## src/rtl/layer_out_serializer_pkg.sv

```systemverilog
// layer_out_serializer_pkg: shared serializer state encoding, index sizing helper
// and the per-layer geometry constants of the network.
`default_nettype none

package layer_out_serializer_pkg;

   typedef enum logic [0:0] {
      IDLE  = 1'b0,
      SHIFT = 1'b1
   } ser_state_t;

   localparam int LAYER_DATA_WIDTH       = 16;
   localparam int NUM_NEURON_LAYER1      = 30;
   localparam int NUM_NEURON_LAYER2      = 30;
   localparam int NUM_NEURON_LAYER3      = 10;
   localparam int NEXT_LAYER_INPUT_WIDTH = LAYER_DATA_WIDTH;

   // Word index width; a single-neuron layer still needs a 1-bit index.
   function automatic int idx_width(input int n);
      return (n > 1) ? $clog2(n) : 1;
   endfunction

endpackage

`default_nettype wire

```

## src/rtl/layer_ser_pending.sv

```systemverilog
// layer_ser_pending: one-vector holding register with valid flag, used to absorb
// a capture that arrives while the previous vector is still being replayed.
`default_nettype none

module layer_ser_pending #(
   parameter int WIDTH = 480
) (
   input  logic             clk,
   input  logic             rst,
   input  logic             load,
   input  logic             take,
   input  logic [WIDTH-1:0] din,
   output logic [WIDTH-1:0] dout,
   output logic             full
);

   always_ff @(posedge clk) begin
      if (rst) begin
         full <= 1'b0;
         dout <= '0;
      end else if (load) begin
         full <= 1'b1;
         dout <= din;
      end else if (take) begin
         full <= 1'b0;
      end
   end

endmodule

`default_nettype wire

```

## src/rtl/layer_out_serializer.sv

```systemverilog
// layer_out_serializer: captures a full layer output vector and replays it one word
// per cycle, neuron 0 first. Define LAYER_SER_DOUBLE_BUF_EN for the pending buffer.
`default_nettype none

module layer_out_serializer
   import layer_out_serializer_pkg::*;
#(
   parameter int numNeuron = 30,
   parameter int dataWidth = 16
) (
   input  logic                           clk,
   input  logic                           rst,
   input  logic [numNeuron*dataWidth-1:0] in_data,
   input  logic [numNeuron-1:0]           in_valid,
   output logic [dataWidth-1:0]           out_data,
   output logic                           out_valid,
   output logic                           out_last,
   output logic                           busy,
   output logic                           overflow,
   output logic                           skew_err
);

   localparam int            IW   = idx_width(numNeuron);
   localparam int            VW   = numNeuron * dataWidth;
   localparam logic [IW-1:0] LAST = IW'(numNeuron - 1);

   ser_state_t    state;
   logic [IW-1:0] index;
   logic [VW-1:0] shift_buf;

   logic          capture;
   logic          partial;
   logic          in_shift;
   logic          at_last;
   logic          early;
   logic          reload;
   logic          drop;
   logic          pend_full;
   logic          pend_load;
   logic          pend_take;
   logic [VW-1:0] pend_data;
   logic [IW-1:0] next_idx;
   logic          next_valid;
   logic          next_pend_full;

   assign capture  = &in_valid;
   assign partial  = (|in_valid) & ~capture;
   assign in_shift = (state == SHIFT);
   assign at_last  = in_shift && (index == LAST);
   assign early    = in_shift && !at_last && capture;
   // A fresh capture always wins on the last word; pending waits another round.
   assign reload   = capture && (!in_shift || at_last);
   assign next_idx = (index == LAST) ? '0 : index + IW'(1);

`ifdef LAYER_SER_DOUBLE_BUF_EN
   assign pend_load = early && !pend_full;
   assign pend_take = at_last && !capture && pend_full;
   assign drop      = early && pend_full;

   layer_ser_pending #(
      .WIDTH(VW)
   ) u_pending (
      .clk  (clk),
      .rst  (rst),
      .load (pend_load),
      .take (pend_take),
      .din  (in_data),
      .dout (pend_data),
      .full (pend_full)
   );
`else
   assign pend_load = 1'b0;
   assign pend_take = 1'b0;
   assign pend_full = 1'b0;
   assign pend_data = '0;
   assign drop      = early;
`endif

   assign next_valid     = reload || pend_take || (in_shift && !at_last);
   assign next_pend_full = (pend_full | pend_load) & ~pend_take;

   always_ff @(posedge clk) begin
      if (rst) begin
         state     <= IDLE;
         index     <= '0;
         shift_buf <= '0;
         out_data  <= '0;
         out_valid <= 1'b0;
         out_last  <= 1'b0;
         busy      <= 1'b0;
         overflow  <= 1'b0;
         skew_err  <= 1'b0;
      end else begin
         if (partial) skew_err <= 1'b1;
         if (drop)    overflow <= 1'b1;
         busy <= next_valid | next_pend_full;

         if (reload) begin
            state     <= SHIFT;
            index     <= '0;
            shift_buf <= in_data;
            out_data  <= in_data[dataWidth-1:0];
            out_valid <= 1'b1;
            out_last  <= (numNeuron == 1);
         end else if (pend_take) begin
            state     <= SHIFT;
            index     <= '0;
            shift_buf <= pend_data;
            out_data  <= pend_data[dataWidth-1:0];
            out_valid <= 1'b1;
            out_last  <= (numNeuron == 1);
         end else if (at_last) begin
            state     <= IDLE;
            index     <= '0;
            out_data  <= '0;
            out_valid <= 1'b0;
            out_last  <= 1'b0;
         end else if (in_shift) begin
            index     <= next_idx;
            out_data  <= shift_buf[int'(next_idx)*dataWidth +: dataWidth];
            out_last  <= (next_idx == LAST);
         end
      end
   end

endmodule

`default_nettype wire

```

## config.mk

```make
export PLATFORM = sky130hd
export DESIGN_NAME = layer_out_serializer
export DESIGN_NICKNAME = d
export VERILOG_FILES = /design/src/rtl/layer_out_serializer_pkg.sv /design/src/rtl/layer_ser_pending.sv /design/src/rtl/layer_out_serializer.sv
export SDC_FILE = /design/constraint.sdc
export NUM_CORES = 1
export LEC_CHECK = 0
export ABC_AREA = 1
export CAP_MARGIN = 20
export CORE_ASPECT_RATIO = 0.6
export CORE_MARGIN = 8
export CORE_UTILIZATION = 33
export CTS_CLUSTER_DIAMETER = 200
export DETAILED_ROUTE_END_ITERATION = 16
export HOLD_SLACK_MARGIN = 0.08
export PLACE_DENSITY = 0.69
export SYNTH_ARGS = -nofsm -noshare
export SYNTH_HDL_FRONTEND = slang
export SYNTH_SLANG_ARGS = --single-unit
export TNS_END_PERCENT = 100
```

## constraint.sdc

```tcl
create_clock -name clk -period 4.55 [get_ports clk]
set_input_delay 0.6825 -clock clk [delete_from_list [all_inputs] [get_ports clk]]
set_output_delay 0.6825 -clock clk [all_outputs]
set_load 0.02 [all_outputs]
```

* Word level (Yosys, flattened, before mapping)
Index checks and enable logic that the tools add are counted.
** Word-level totals
- Register bits :: 506
- Input bits :: 512
- Output and inout port bits :: 21
- Logic and storage cells :: 33
** Cells by class
- Add/sub/neg operators :: 1
- Eq/ne operators :: 2
- Shifts and indexed selects :: 1
- Mux-type cells :: 6
- Bitwise gates (word level) :: 2
- Reduce and logical (&&, ||, !) cells :: 13
** Operator list (count)
- $shiftx 480x10->16 :: 1
- $mux 16 :: 3
- $reduce_and 30->1 :: 1
- $reduce_or 30->1 :: 1
- $eq 5x5->1 const B :: 2
- $add 5x1->5 const B :: 1
- $mux 5 :: 1
- $logic_and 1x1->1 :: 4
- $reduce_bool 3->1 :: 1
- $reduce_or 3->1 :: 1
- $logic_not 1->1 :: 2
- $logic_or 1x1->1 :: 2
- $mux 1 :: 2
- $reduce_bool 2->1 :: 1
- $and 1x1->1 :: 1
- $not 1->1 :: 1

* Logic depth before layout (Yosys ltp)
Gate-level depths: netlist (run 1).
- Word-level depth :: 6
- Depth in mapped cells :: 16
- Depth with buffers taken out :: 15

* Least setup slack after synthesis (run 1)
No wires, ideal clock.
- Path kind :: reg2reg
- Start :: register index[0]
- End :: register out_data[10]
- Arrival time :: 2.113 ns
- Data required time :: 4.431 ns
- Slack :: 2.318 ns
- Stages on the path, launching flop included :: 15
- Clock period less this slack :: 2.232 ns
- Path through :: dfxtp_1 > inv_2 > buf_2 > clkbuf_1 > ha_1 > nand2_2 > buf_2 > buf_2 > nand3_1 > nand3_1 > nand3_1 > nand2_1 > nand2_1 > nand3_1 > a21oi_1
** On the way
- Longest elaborated chain between the ends :: 6
- Elaborated cells on any way between the ends :: 11
- Those cells by class :: 1 x add/sub; 1 x eq/ne; 1 x shift; 4 x mux; 4 x reduce/logical
** RTL lines
- start: declaration :: RTL line layer_out_serializer.sv:28 : logic [IW-1:0] index;
- start signal: assignment :: RTL line layer_out_serializer.sv:119 : index <= next_idx;
- $add 5x1->5 / $eq 5x5->1 (equally long branches) :: RTL line layer_out_serializer.sv:53, layer_out_serializer.sv:49
- $mux 5 :: RTL line layer_out_serializer.sv:53 : assign next_idx = (index == LAST) ? '0 : index + IW'(1);
- $shiftx 480x10->16 :: RTL line layer_out_serializer.sv:120 : out_data <= shift_buf[int'(next_idx)*dataWidth +: dataWidth];
- $mux 16 :: RTL line layer_out_serializer.sv:118 : end else if (in_shift) begin
- $mux 16 :: RTL line layer_out_serializer.sv:112 : end else if (at_last) begin
- $mux 16 :: RTL line layer_out_serializer.sv:98 : if (reload) begin
- end signal: assignment :: RTL line layer_out_serializer.sv:102 : out_data <= in_data[dataWidth-1:0];
- end signal: assignment :: RTL line layer_out_serializer.sv:109 : out_data <= pend_data[dataWidth-1:0];
- end signal: assignment :: RTL line layer_out_serializer.sv:120
- end: declaration :: RTL line layer_out_serializer.sv:15 : output logic [dataWidth-1:0] out_data,
Parallel ways exist; a longest one is shown, timed or not. The select of a mux whose other input is x is not followed.
A chain may end at the register's enable or synchronous reset.

* Final worst setup path (run 1)
- Start :: register index[0]
- End :: register out_data[7]
The elaborated chain is that of the path after synthesis.

==> results.sh, run 1 <==
export IMPL_syn_instance_count=3435
export IMPL_design_core_area_um2=68300
export IMPL_rows=74
export IMPL_swShare_pct=22.0
export IMPL_ctsLongestPathBuffers=3
export IMPL_grt_pass1_wl_um=142000
export IMPL_status="completed"
export IMPL_cts_tree="built"
export IMPL_cap_violations=0
export IMPL_via_per_inst=5.11
export IMPL_clockRootBuffer="clkbuf_16"
export IMPL_p_total_mw=9.35
export IMPL_fin_crit_sh_pct=76.1
export IMPL_fp_dieW_um=356
export IMPL_drtPass1Iterations=5
export IMPL_synth_seq_cells=506
export IMPL_hold_class="flop to flop"
export IMPL_arrival_ns=3.98
export IMPL_synth_top_area_cell="dfxtp_1"
export IMPL_die_h_um=220
export IMPL_switchingPower_mw=2.06
export IMPL_required_ns=5.07
export IMPL_vias=24200
export IMPL_fin_area_um2=30300
export IMPL_peakVddDrop_v=0.000240
export IMPL_cts_buffers=50
export IMPL_min_period_ns=3.46
export IMPL_final_core_util_pct=44.3
export IMPL_rr_startpoint="index[0]"
export IMPL_p_clk_share_pct=46.6
export IMPL_dpl_instance_area_um2=28600
export IMPL_crit_path_end="out_data[7]"
export IMPL_cts_setup_buffers=0
export IMPL_grt_max_degree=250
export IMPL_tns_ns=0
export IMPL_seqPwrFrac_pct=47.3
export IMPL_multi_input_area_um2=11100
export IMPL_rsz0062_at_grt="no"
export IMPL_ys_types=25
export IMPL_wirelength_um=95100
export IMPL_cp_max_fo=83
export IMPL_dpl_hpwl_um=66200
export IMPL_grt_use_total_pct=23.2
export IMPL_fmax_mhz=289
export IMPL_clock_latency_ns=0.61
export IMPL_syn2layout_area_growth_pct=32.4
export IMPL_synth_top_area_share_pct=44.3
export IMPL_tightest_slew_ns=1.15
export IMPL_crit_path_start="index[0]"
export IMPL_cts_max_level=2
export IMPL_fin_skew_ns=0.0235
export IMPL_rrSetupSlack_ns=1.09
export IMPL_hold_viol=0
export IMPL_yosysSeqAreaShare_pct=44.3
export IMPL_ctsHoldBuffers=0
export IMPL_final_cells=4741
export IMPL_initial_utilization_pct=33.5
export IMPL_synth_top_cells_by_area="dfxtp_1, nor2_1, nand2_1, nand3_1, o21ai_0"
export IMPL_drc=0
export IMPL_syn_num_nets=3950
export IMPL_cts_num_sinks=506
export IMPL_die_area_um2=78300
export IMPL_setup_viol=0
export IMPL_detail_route_antenna_nets=0
export IMPL_antenna_found_initial=8
export IMPL_cts_resized_gates=0
export IMPL_drt_iter0_markers=2289
export IMPL_slew_violations=0
export IMPL_p_comb_share_pct=6.1
export IMPL_syn_cell_area_um2=22900
export IMPL_pwr_density_cell_nw_per_um2=309
export IMPL_worstRegToRegCells=14
export IMPL_cts_clk_slew_worst_paths_ns=0.07
export IMPL_nNetsFinal=4299
export IMPL_worstReg2RegEnd="out_data[7]"
export IMPL_holdPathStages=2
export IMPL_syn_avg_cell_area_um2=6.66
export IMPL_port_buffer_count=532
export IMPL_cp_end_kind="flop"
export IMPL_synth_yosys_warnings=0
export IMPL_internal_power_mw=7.29
export IMPL_drive_gt1_share_pct=3.55
export IMPL_final_fill_count=6984
export IMPL_worstSetupPathType="flop to flop"
export IMPL_wl_per_cell_um=20.1
export IMPL_slew_headroom_pct=23.2
export IMPL_worstSetupStartpointType="flop"
export IMPL_grt_pass1_vias=23000
export IMPL_seqCellArea_um2=10100
export IMPL_dpl_cell_count=4644
export IMPL_leakage_nw=12.6
export IMPL_overflow=0
export IMPL_num_io_pins=533
export IMPL_routabilityCongestion=0.864
==> critical path: stages, from the launching register on <==
cell     delay [ns]
dfxtp_4        0.61
ha_1           0.21
nand2_1        0.11
inv_1          0.12
nand2_4        0.09
nand2_8        0.43
buf_4          0.64
nor2_1         0.16
nand2_1        0.12
nand3_1        0.15
nand3_1        0.12
nand2_1        0.11
nand2_1        0.10
nand3_1        0.12
a21oi_1        0.18
==> area by class of cell <==
cell class | instances | share of cell area, %
Clock buffer | 69 | 4.77
Inverter | 131 | 1.68
Clock inverter | 25 | 0.830
Antenna cell | 3 | 0.0248
Tap cell | 912 | 3.77
Multi-Input combinational cell | 2529 | 36.6
Timing Repair Buffer | 566 | 18.9
Sequential cell | 506 | 33.5
==> flip-flops by register name (all words and copies together), names as in the netlist <==
name       cells
busy           1
overflow       1
shift_buf    480
index          5
out_data      16
skew_err       1
out_last       1
in_shift       1
==> power groups by stage <==
stage	logic [mW]	registers, mW	clock network (mW)
6_report	0.570	4.43	4.36
5_1_grt	0.598	4.42	4.61
3_3_place_gp	0.568	4.53	0
2_1_floorplan	0.0618	4.53	0
3_5_place_dp	0.564	4.53	0
4_1_cts	0.568	4.43	4.43
==> cells in the mapped netlist <==
master	n
inv_1	123
o21bai_1	1
nand4_1	6
nor3_1	2
buf_1	8
ha_1	3
nor2_1	975
a211oi_1	97
dfxtp_1	506
nand2_1	569
buf_2	140
nor2_2	1
nand3_1	420
clkbuf_1	113
nand3b_1	1
clkinv_1	1
nand3_2	1
buf_4	8
nand2_2	3
o21a_1	1
o21ai_0	385
a21oi_1	56
nor4_1	7
o21ai_4	1
inv_2	7
==> worst min-delay path by stage <==
stage	slack, ns	start	endpoint
floorplan	0.44	shift_buf[448]	shift_buf[448]
global placement	0.44	skew_err	skew_err
detailed placement	0.45	skew_err	skew_err
CTS	0.46	skew_err	skew_err
global route	0.47	shift_buf[7]	shift_buf[7]
finish	0.46	shift_buf[12]	shift_buf[12]
==> layer usage <==
layer  global-route usage (%)  part of all wire [%]  vias up  routed length (µm)
li1                         -                     -    11800                   -
met1                     33.3                    46    11300               44200
met2                     35.4                    44      975               41500
met3                     5.54                   8.4       97                7960
met4                     4.28                   1.5        8                1420
met5                        0                 0.052        -                  49
==> logic make-up (layout without fill, tap and decap cells) <==
kind of cell	count (synthesis)	count (layout)	share of synthesized area [%]
other cells	0	3	0
flops	506	506	44.3
compound gates	541	541	13.0
fa+ha+maj	3	3	0.164
simple gates	1985	1985	35.1
buf+inv	400	791	7.46
==> placed cells by master, fill, tap and decap left out, types with 2 or more instances in the layout <==
| master | instances |
|---|---|
| nor2_1 | 974 |
| nand2_1 | 568 |
| clkdlybuf4s50_1 | 531 |
| dfxtp_1 | 505 |
| nand3_1 | 420 |
| o21ai_0 | 385 |
| inv_1 | 123 |
| a211oi_1 | 97 |
| a21oi_1 | 56 |
| clkbuf_16 | 53 |
| buf_4 | 23 |
| clkinv_2 | 13 |
| buf_12 | 12 |
| clkbuf_1 | 10 |
| nor4_1 | 7 |
| nand4_1 | 6 |
| clkbuf_8 | 6 |
| inv_2 | 5 |
| bufinv_16 | 4 |
| diode_2 | 3 |
| inv_8 | 3 |
| ha_1 | 3 |
| clkinvlp_4 | 3 |
| clkinv_4 | 3 |
| inv_4 | 2 |
| nor3_1 | 2 |
| nor2_4 | 2 |
| nand2_4 | 2 |
==> through the flow <==
stage,setup slack [ns],hold WS (ns)
5_1_grt,0.909,0.473
3_3_place_gp,1.22,0.438
2_1_floorplan,2.32,0.440
3_5_place_dp,1.20,0.451
4_1_cts,1.15,0.461
6_report,1.09,0.465
(Power assumes the default switching activity.)
==> inputs of run 2 (changes only) <==
Clock period 4.55 ns to 3.55 ns, I/O delays scaled along.
==> run 2 against run 1 <==
Hold slack lost 0.056 ns. Clock skew shrank 0.0053 ns. Fmax grew 14%. Via count shrank 1.0%. Count of clock-buffer cells in the layout shrank 1. Sequential share of layout area shrank 0.079 points. Critical path depth is the same. Routed wire length shrank 1.7%. Register-to-register slack lost 0.59 ns. Cell area grew 0.24%. Critical path type unchanged. Critical endpoint is now out_data[15].
==> results.sh, run 2 (synthesized netlist as in run 1, its figures left out) <==
export IMPL_crit_path_end="out_data[15]"
export IMPL_final_cell_mix="nor2_1, nand2_1, clkdlybuf4s50_1"
export IMPL_reg_top3="shift_buf: 480 flops, out_data: 16 flops, index: 5 flops"
export IMPL_clock_latency_ns=0.60
export IMPL_design_core_area_um2=68300
export IMPL_hold_class="primary input to flop"
export IMPL_cts_max_level=2
export IMPL_cpPeakStageDelay_ns=0.49
export IMPL_wl_met2_um=40200
export IMPL_cp_max_fo=32
export IMPL_top_layer="met5"
export IMPL_min_period_ns=3.05
export IMPL_via_per_inst=5.06
export IMPL_detail_route_antenna_nets=0
export IMPL_setup_viol=0
export IMPL_drc=0
export IMPL_required_ns=4.07
export IMPL_peakVddDrop_v=0.000287
export IMPL_crit_path_cell_trace="inv_1, ha_1, nand2_1, inv_1, nand2_4, nand2_4, inv_2, buf_12, nand3_1, nand3_1, nand2_1, nand2_1, nand3_1, a21oi_1"
export IMPL_tightest_slew_ns=1.17
export IMPL_cts_resized_gates=0
export IMPL_seqCellArea_um2=10100
export IMPL_grt_pass1_vias=22800
export IMPL_rrSetupSlack_ns=0.50
export IMPL_wirelength_um=93400
export IMPL_grt_pass1_wl_um=139000
export IMPL_vias=24000
export IMPL_worstSetupStartpointType="flop"
export IMPL_crit_path_start="index[1]"
export IMPL_rsz0062_at_grt="no"
export IMPL_dr_wl_met3_um=8180
export IMPL_cts_buffers=49
export IMPL_dpl_hpwl_um=65000
export IMPL_cap_violations=0
export IMPL_slew_violations=0
export IMPL_largest_register_ffs=480
export IMPL_routabilityCongestion=0.862
export IMPL_arrival_ns=3.57
export IMPL_drtPass1Iterations=5
export IMPL_critPathSlowestCell="inv_2"
export IMPL_ctsLongestPathBuffers=3
export IMPL_grt_max_degree=215
export IMPL_rr_startpoint="index[1]"
export IMPL_final_core_util_pct=44.4
export IMPL_drive_gt1_share_pct=3.43
export IMPL_die_h_um=220
export IMPL_status="completed"
export IMPL_worstRegToRegCells=14
export IMPL_wl_per_cell_um=19.7
export IMPL_final_fill_count=6944
export IMPL_crit_buf_inv=4
export IMPL_pwr_density_cell_nw_per_um2=393
export IMPL_tns_ns=0
export IMPL_fin_crit_sh_pct=85.9
export IMPL_slew_headroom_pct=22.1
export IMPL_leakage_nw=12.6
export IMPL_ctsHoldBuffers=0
export IMPL_cts_tree="built"
export IMPL_worstReg2RegEnd="out_data[15]"
export IMPL_cts_clk_slew_worst_paths_ns=0.07
export IMPL_worstSetupPathType="flop to flop"
export IMPL_cp_end_kind="flop"
export IMPL_fin_skew_ns=0.0182
export IMPL_rows=74
export IMPL_cts_setup_buffers=0
export IMPL_path_delay_family="simple AND/OR/NAND/NOR gates"
export IMPL_antenna_found_initial=11
export IMPL_nNetsFinal=4302
export IMPL_clockRootBuffer="clkbuf_16"
export IMPL_hold_ws_ns=0.409
export IMPL_hold_viol=0
export IMPL_grt_use_total_pct=22.7
export IMPL_drt_iter0_markers=2737
export IMPL_die_area_um2=78300
export IMPL_largest_register="shift_buf"
export IMPL_met1_length_um=43300
export IMPL_cp_num_cells=14
export IMPL_fp_dieW_um=356
export IMPL_port_buffer_count=532
export IMPL_num_io_pins=533
export IMPL_cts_num_sinks=506
export IMPL_overflow=0
export IMPL_fmax_mhz=328
export IMPL_multi_input_area_um2=11100
export IMPL_syn2layout_area_growth_pct=32.8
export IMPL_final_common_cell="nor2_1"
export IMPL_initial_utilization_pct=33.5
==> run 2: how the worst min path moves through the flow <==
stage	depth (start not counted)	startpoint	slack, ns	endpoint
after floorplan	2	shift_buf[448]	0.44	shift_buf[448]
after global placement	2	skew_err	0.44	skew_err
after detailed placement	2	skew_err	0.44	skew_err
after CTS	4	rst	0.41	shift_buf[171]
after global routing	4	rst	0.43	shift_buf[154]
final	4	rst	0.41	shift_buf[171]
==> run 2: through the flow <==
step | power [mW] | area [µm²] | cells | setup slack (ns)
after floorplan | 5.88 | 22900 | 3435 | 1.32
after global placement | 6.54 | 28700 | 4648 | 0.626
after detailed placement | 6.53 | 28700 | 4648 | 0.577
after CTS | 12.0 | 30400 | 4735 | 0.551
after global routing | 12.3 | 30400 | 4736 | 0.320
final | 11.9 | 30400 | 4740 | 0.502
==> run 2: tightest hold or removal path, cell delays in order <==
cell,delay (ns)
buf_4,0.13
inv_8,0.12
o21ai_0,0.13
nor2_1,0.04
==> run 2: final cells by class <==
cell class	count	share of cell area, %
diodes	5	0.0412
flip-flops and latches	506	33.4
clock inverters	19	0.878
repair buffers	570	19.3
clock buffers	68	4.50
well taps	912	3.76
multi-input cells	2529	36.5
inverters	131	1.68
==> run 2: power by group <==
part | total (mW) | switching [mW] | internal (mW) | leakage, nW
registers | 5.67 | 0.000255 | 5.67 | 4.07
logic | 0.733 | 0.221 | 0.512 | 7.74
clock network | 5.53 | 2.40 | 3.14 | 0.796
total | 11.9 | 2.62 | 9.32 | 12.6
==> run 2: layer usage <==
layer,global-route usage [%],up-vias
li1,-,11800
met1,32.8,11100
met5,0,-
met2,34.2,972
met3,5.58,115
met4,4.55,12
